--- config.mk ---
export PLATFORM = sky130hd
export DESIGN_NAME = sad_search_ctrl
export DESIGN_NICKNAME = d
export VERILOG_FILES = /design/src/rtl/sad_search_ctrl.sv
export SDC_FILE = /design/constraint.sdc
export NUM_CORES = 1
export LEC_CHECK = 0
export ABC_AREA = 1
export CORE_AREA = 2 2 106 108
export CTS_BUF_LIST = sky130_fd_sc_hd__clkbuf_2 sky130_fd_sc_hd__clkbuf_4 sky130_fd_sc_hd__clkbuf_8
export DETAILED_ROUTE_END_ITERATION = 12
export DIE_AREA = 0 0 108 110
export HOLD_SLACK_MARGIN = 0.15
export PLACE_DENSITY = 0.78
export SLEW_MARGIN = 20
export SYNTH_ARGS = -nofsm -noshare
export SYNTH_HDL_FRONTEND = slang
export SYNTH_SLANG_ARGS = --single-unit
--- constraint.sdc ---
create_clock -name clk_i -period 2.94 [get_ports clk_i]
set_input_delay 0.294 -clock clk_i [delete_from_list [all_inputs] [get_ports clk_i]]
set_output_delay 0.294 -clock clk_i [all_outputs]
set_load 0.02 [all_outputs]
--- src/rtl/sad_search_ctrl.sv ---
// SAD motion-search sequencer: issues candidate block addresses in raster
// order, accepts in-order SAD results and keeps the running minimum.
module sad_search_ctrl #(
   parameter int FRAME_W = 64,
   parameter int FRAME_H = 64,
   parameter int BLK     = 4,
   parameter int ADDR_W  = 12,
   parameter int SAD_W   = 12,
   parameter int MAX_OUT = 8
) (
   input  logic              clk_i,
   input  logic              rst_ni,
   input  logic              start_i,
   input  logic              hold_i,
   output logic              cand_valid_o,
   output logic [ADDR_W-1:0] cand_addr_o,
   output logic [7:0]        cand_x_o,
   output logic [7:0]        cand_y_o,
   input  logic              sad_valid_i,
   input  logic [SAD_W-1:0]  sad_in_i,
   output logic              busy_o,
   output logic              done_o,
   output logic [SAD_W-1:0]  best_sad_o,
   output logic [7:0]        best_x_o,
   output logic [7:0]        best_y_o,
   output logic              error_o
);

   localparam int OW = $clog2(MAX_OUT + 1);
   localparam logic [OW-1:0] OUT_MAX = OW'(MAX_OUT);
   localparam logic [7:0]    X_LAST  = 8'(FRAME_W - BLK);
   localparam logic [7:0]    Y_LAST  = 8'(FRAME_H - BLK);

   typedef enum logic [1:0] {S_IDLE, S_ISSUE, S_DRAIN, S_DONE} state_e;

   state_e              state_q;
   logic [7:0]          ix_q, iy_q, rx_q, ry_q;
   logic [OW-1:0]       outst_q, outst_d;
   logic                cand_valid_q, busy_q, done_q, error_q;
   logic [ADDR_W-1:0]   cand_addr_q;
   logic [7:0]          cand_x_q, cand_y_q, best_x_q, best_y_q;
   logic [SAD_W-1:0]    best_sad_q;

   logic                busy_st, issue, accept, spurious, last_issue;
   logic [31:0]         addr_full;

   // Issue/accept qualifiers; occupancy is judged on the count before this cycle.
   always_comb begin
      busy_st    = (state_q == S_ISSUE) || (state_q == S_DRAIN);
      issue      = (state_q == S_ISSUE) && !hold_i && (outst_q < OUT_MAX);
      accept     = busy_st && sad_valid_i && (outst_q != '0);
      spurious   = busy_st && sad_valid_i && (outst_q == '0);
      last_issue = issue && (ix_q == X_LAST) && (iy_q == Y_LAST);
      addr_full  = 32'(iy_q) * 32'(FRAME_W) + 32'(ix_q);
   end

   // Outstanding count: simultaneous issue and accept cancel out.
   always_comb begin
      outst_d = outst_q;
      if (issue && !accept)
         outst_d = outst_q + OW'(1);
      else if (accept && !issue)
         outst_d = outst_q - OW'(1);
   end

   // Control FSM with all outputs registered.
   always_ff @(posedge clk_i or negedge rst_ni) begin
      if (!rst_ni) begin
         state_q      <= S_IDLE;
         ix_q         <= '0;
         iy_q         <= '0;
         rx_q         <= '0;
         ry_q         <= '0;
         outst_q      <= '0;
         cand_valid_q <= 1'b0;
         cand_addr_q  <= '0;
         cand_x_q     <= '0;
         cand_y_q     <= '0;
         busy_q       <= 1'b0;
         done_q       <= 1'b0;
         error_q      <= 1'b0;
         best_sad_q   <= '1;
         best_x_q     <= '0;
         best_y_q     <= '0;
      end else begin
         cand_valid_q <= 1'b0;
         done_q       <= 1'b0;
         case (state_q)
            S_IDLE: begin
               if (start_i) begin
                  state_q    <= S_ISSUE;
                  busy_q     <= 1'b1;
                  ix_q       <= '0;
                  iy_q       <= '0;
                  rx_q       <= '0;
                  ry_q       <= '0;
                  outst_q    <= '0;
                  best_sad_q <= '1;
                  best_x_q   <= '0;
                  best_y_q   <= '0;
                  error_q    <= 1'b0;
               end
            end
            S_ISSUE, S_DRAIN: begin
               outst_q <= outst_d;
               if (issue) begin
                  cand_valid_q <= 1'b1;
                  cand_x_q     <= ix_q;
                  cand_y_q     <= iy_q;
                  cand_addr_q  <= addr_full[ADDR_W-1:0];
                  if (ix_q == X_LAST) begin
                     ix_q <= '0;
                     iy_q <= iy_q + 8'd1;
                  end else begin
                     ix_q <= ix_q + 8'd1;
                  end
               end
               if (accept) begin
                  // strict compare: ties keep the earlier raster position
                  if (sad_in_i < best_sad_q) begin
                     best_sad_q <= sad_in_i;
                     best_x_q   <= rx_q;
                     best_y_q   <= ry_q;
                  end
                  if (rx_q == X_LAST) begin
                     rx_q <= '0;
                     ry_q <= ry_q + 8'd1;
                  end else begin
                     rx_q <= rx_q + 8'd1;
                  end
               end
               if (spurious)
                  error_q <= 1'b1;
               if ((state_q == S_ISSUE) && last_issue) begin
                  state_q <= S_DRAIN;
               end else if ((state_q == S_DRAIN) && (outst_d == '0)) begin
                  state_q <= S_DONE;
                  busy_q  <= 1'b0;
                  done_q  <= 1'b1;
               end
            end
            S_DONE: state_q <= S_IDLE;
            default: state_q <= S_IDLE;
         endcase
      end
   end

   assign cand_valid_o = cand_valid_q;
   assign cand_addr_o  = cand_addr_q;
   assign cand_x_o     = cand_x_q;
   assign cand_y_o     = cand_y_q;
   assign busy_o       = busy_q;
   assign done_o       = done_q;
   assign error_o      = error_q;
   assign best_sad_o   = best_sad_q;
   assign best_x_o     = best_x_q;
   assign best_y_o     = best_y_q;

endmodule

==> results.json <==
{
  "outcome": "finished clean",
  "placed_cell_area_mm2": 0.00557,
  "power.leakage_nw": 2.77,
  "yosys_warnings": 0,
  "hold_viol_final": 0,
  "ant_nets": 0,
  "grt_remaining_overflow": 0,
  "ir_drop_uv": 435,
  "slew_headroom_pct": 50.1,
  "slew_viol_final": 0,
  "crit_type": "flop to flop",
  "start_kind": "flop",
  "required_ns": 3.22,
  "synth-async-reset-ratio_pct": 100,
  "seq_area_frac_synth_pct": 49.2,
  "hpwl_um": 7450,
  "start_util_pct": 44.0,
  "gp_congestion": 0.881,
  "via_count": 3937,
  "synth-edff-count": 0,
  "yosysMostFrequentCell": "nand2_1",
  "post_cts_resized": 0,
  "timing.final.crit_share_pct": 86.4,
  "grt_pass1_vias": 3871,
  "drt_wl_total_um": 10200,
  "fin_crit_ns": 2.54,
  "drtIter0Drc": 290,
  "first_pass_iters": 4,
  "die_w_um": 108,
  "synth_top_cell_by_area": "dfrtp_1",
  "ctsHtreeMaxLevel": 3,
  "arrival_ns": 2.82,
  "drive_gt1_share_pct": 9.86,
  "avgSynthCellArea_um2": 8.57,
  "hold_path.class": "flop to flop",
  "ys_top_cells_by_count": "107 x nand2_1, 80 x dfrtp_1, 66 x o21ai_0",
  "core_area_mm2": 0.0107,
  "grt_start_max_net_pins": 86,
  "numCtsBuffers": 9,
  "critPathMaxFanout": 24,
  "root_buffer": "clkbuf_8",
  "antenna_found_initial": 0,
  "final.setup.tns_ns": 0,
  "final_area_mm2": 0.00582,
  "power.density_mw_per_mm2": 990,
  "seqPwrFrac_pct": 37.2,
  "setup_viol": 0,
  "vias_per_cell": 5.12,
  "end_kind": "flop",
  "drc": 0,
  "synth.net_count": 593,
  "switching_power_mw": 2.34,
  "clk_latency_ns": 0.36,
  "power.internal_mw": 3.41,
  "maxCapViolations": 0,
  "syn_area_mm2": 0.00471,
  "synth_top_area_share_pct": 42.5,
  "num_rows": 38,
  "die-height_um": 110,
  "clock_power_share_pct": 17.0,
  "die_area_mm2": 0.0119,
  "synth_seq_cells": 92,
  "max_freq_mhz": 394,
  "rsz0062_at_grt": "false",
  "wl_per_cell_um": 13.3,
  "synth_cells": 549,
  "clkSlewWorstSetupHoldPaths_ns": 0.10,
  "syn2layout_area_growth_pct": 23.6,
  "swShare_pct": 40.7,
  "cts_tree": "yes",
  "worst_slew_pin_slew_ns": 0.749,
  "clock_path_buffers": 2,
  "yosys-top-cells-area": "dfrtp_1 43%, nand2_1 8.5%, o21ai_0 7.0%",
  "clock-sinks": 92,
  "ioPinCount": 77,
  "p_comb_share_pct": 45.8,
  "io_buffer_count": 76,
  "synth.distinct_cells": 36,
  "grt_pass1_wl_um": 17500,
  "hold_ws_ns": 0.494,
  "grt_usage_pct": 18.3,
  "nets": 668,
  "synth_flop_cell": "dfrtp_1",
  "fin_worst_skew_ns": 0.00798,
  "diodes": 0
}
## sequential cells by signal, summed over array words and instances, names as in the netlist, 4 cells and up
register     flops
iy_q             8
cand_y_o         8
ix_q             8
best_y_o         8
rx_q             8
best_sad_o      12
outst_q          4
best_x_o         8
ry_q             8
cand_addr_o     12
## through the flow
| step | util (%) | setup WS (ns) | instances | total power [mW] |
|---|---|---|---|---|
| floorplan | - | 1.06 | 549 | 3.79 |
| global placement | 52.1 | 0.561 | 752 | 4.70 |
| detailed placement | 52.1 | 0.418 | 752 | 4.81 |
| CTS | 54.2 | 0.391 | 768 | 5.80 |
| global route | 54.4 | 0.132 | 769 | 6.20 |
| finish | 54.4 | 0.399 | 769 | 5.76 |
## worst max-delay path, stage by stage, from the launching register on
cell	delay [ns]
dfrtp_1	0.40
inv_1	0.08
ha_1	0.40
inv_2	0.32
nand2_1	0.13
nor2_2	0.26
inv_2	0.06
nand2_1	0.46
o21ai_0	0.20
o21ai_0	0.13
## path summary, 6_finish.rpt
| kind | start | endpoint | slack, ns | cells after the start |
|---|---|---|---|---|
| max | state_q[0] | best_sad_o[7] | 0.40 | 9 |
| max reg2reg | state_q[0] | best_sad_o[7] | 0.40 | 9 |
| min | cand_addr_o[8] | cand_addr_o[8] | 0.49 | 2 |
| min reg2reg | cand_addr_o[8] | cand_addr_o[8] | 0.49 | 2 |
| max in group asynchronous | rst_ni | best_sad_o[1] | 1.67 | 3 |
| min in group asynchronous | rst_ni | cand_addr_o[2] | 0.54 | 2 |
## cell families (layout without fill, tap and decap cells)
group / count (synthesis) / count (layout) / share of synthesized area [%]
and+or+nand+nor: 215 / 215 / 20.5
AOI/OAI and AO/OA: 114 / 114 / 13.0
buffers and inverters: 93 / 173 / 8.38
DFF: 92 / 92 / 49.2
adders and majority gates: 27 / 27 / 7.34
xor gates and xnor gates: 8 / 8 / 1.49
## power groups by stage
stage | Sequential (mW) | Clock, mW | Combinational [mW]
floorplan | 2.46 | 0 | 1.33
global placement | 2.13 | 0 | 2.57
detailed placement | 2.16 | 0 | 2.65
CTS | 2.14 | 0.994 | 2.66
global route | 2.21 | 1.05 | 2.94
finish | 2.14 | 0.977 | 2.64
## routing by layer
| layer | track usage, % | up-vias | share of wire, % |
|---|---|---|---|
| li1 | - | 1944 | - |
| met1 | 23.4 | 1877 | 44 |
| met2 | 31.3 | 103 | 49 |
| met3 | 3.76 | 13 | 5.1 |
| met4 | 5.95 | 0 | 1.5 |
| met5 | 0 | - | 0 |
## layout by cell type (no fill, tap or decap), drive strengths merged, types with 2 or more instances in the layout
cell / netlist / final
xor2: 8 / 8
a21oi: 22 / 22
ha: 26 / 26
nor3b: 2 / 2
clkbuf: 3 / 10
clkdlybuf4s50: 0 / 75
buf: 16 / 7
nand2: 116 / 116
nand4: 8 / 8
nand3: 40 / 40
clkinv: 2 / 3
o21ai: 84 / 84
bufinv: 0 / 2
nor3: 15 / 15
nor2: 33 / 33
o31ai: 3 / 3
inv: 72 / 74
dfrtp: 80 / 80
o22ai: 3 / 3
dfstp: 12 / 12
## area by class of cell
| cell class | instances | area, µm² |
|---|---|---|
| clock buffers | 10 | 138 |
| clock inverters | 6 | 93.8 |
| fillers | 950 | 4880 |
| inverters | 74 | 282 |
| multi-input cells | 364 | 1990 |
| flip-flops and latches | 92 | 2320 |
| well taps | 140 | 175 |
| repair buffers | 83 | 817 |
## repair_timing
| item | 4_1_cts | 5_1_grt |
|---|---|---|
| hold buffers | 0 | 1 |
| hold endpoints to repair | 0 | 80 |
| setup buffers | 0 | 0 |
(Power assumes the default switching activity.)
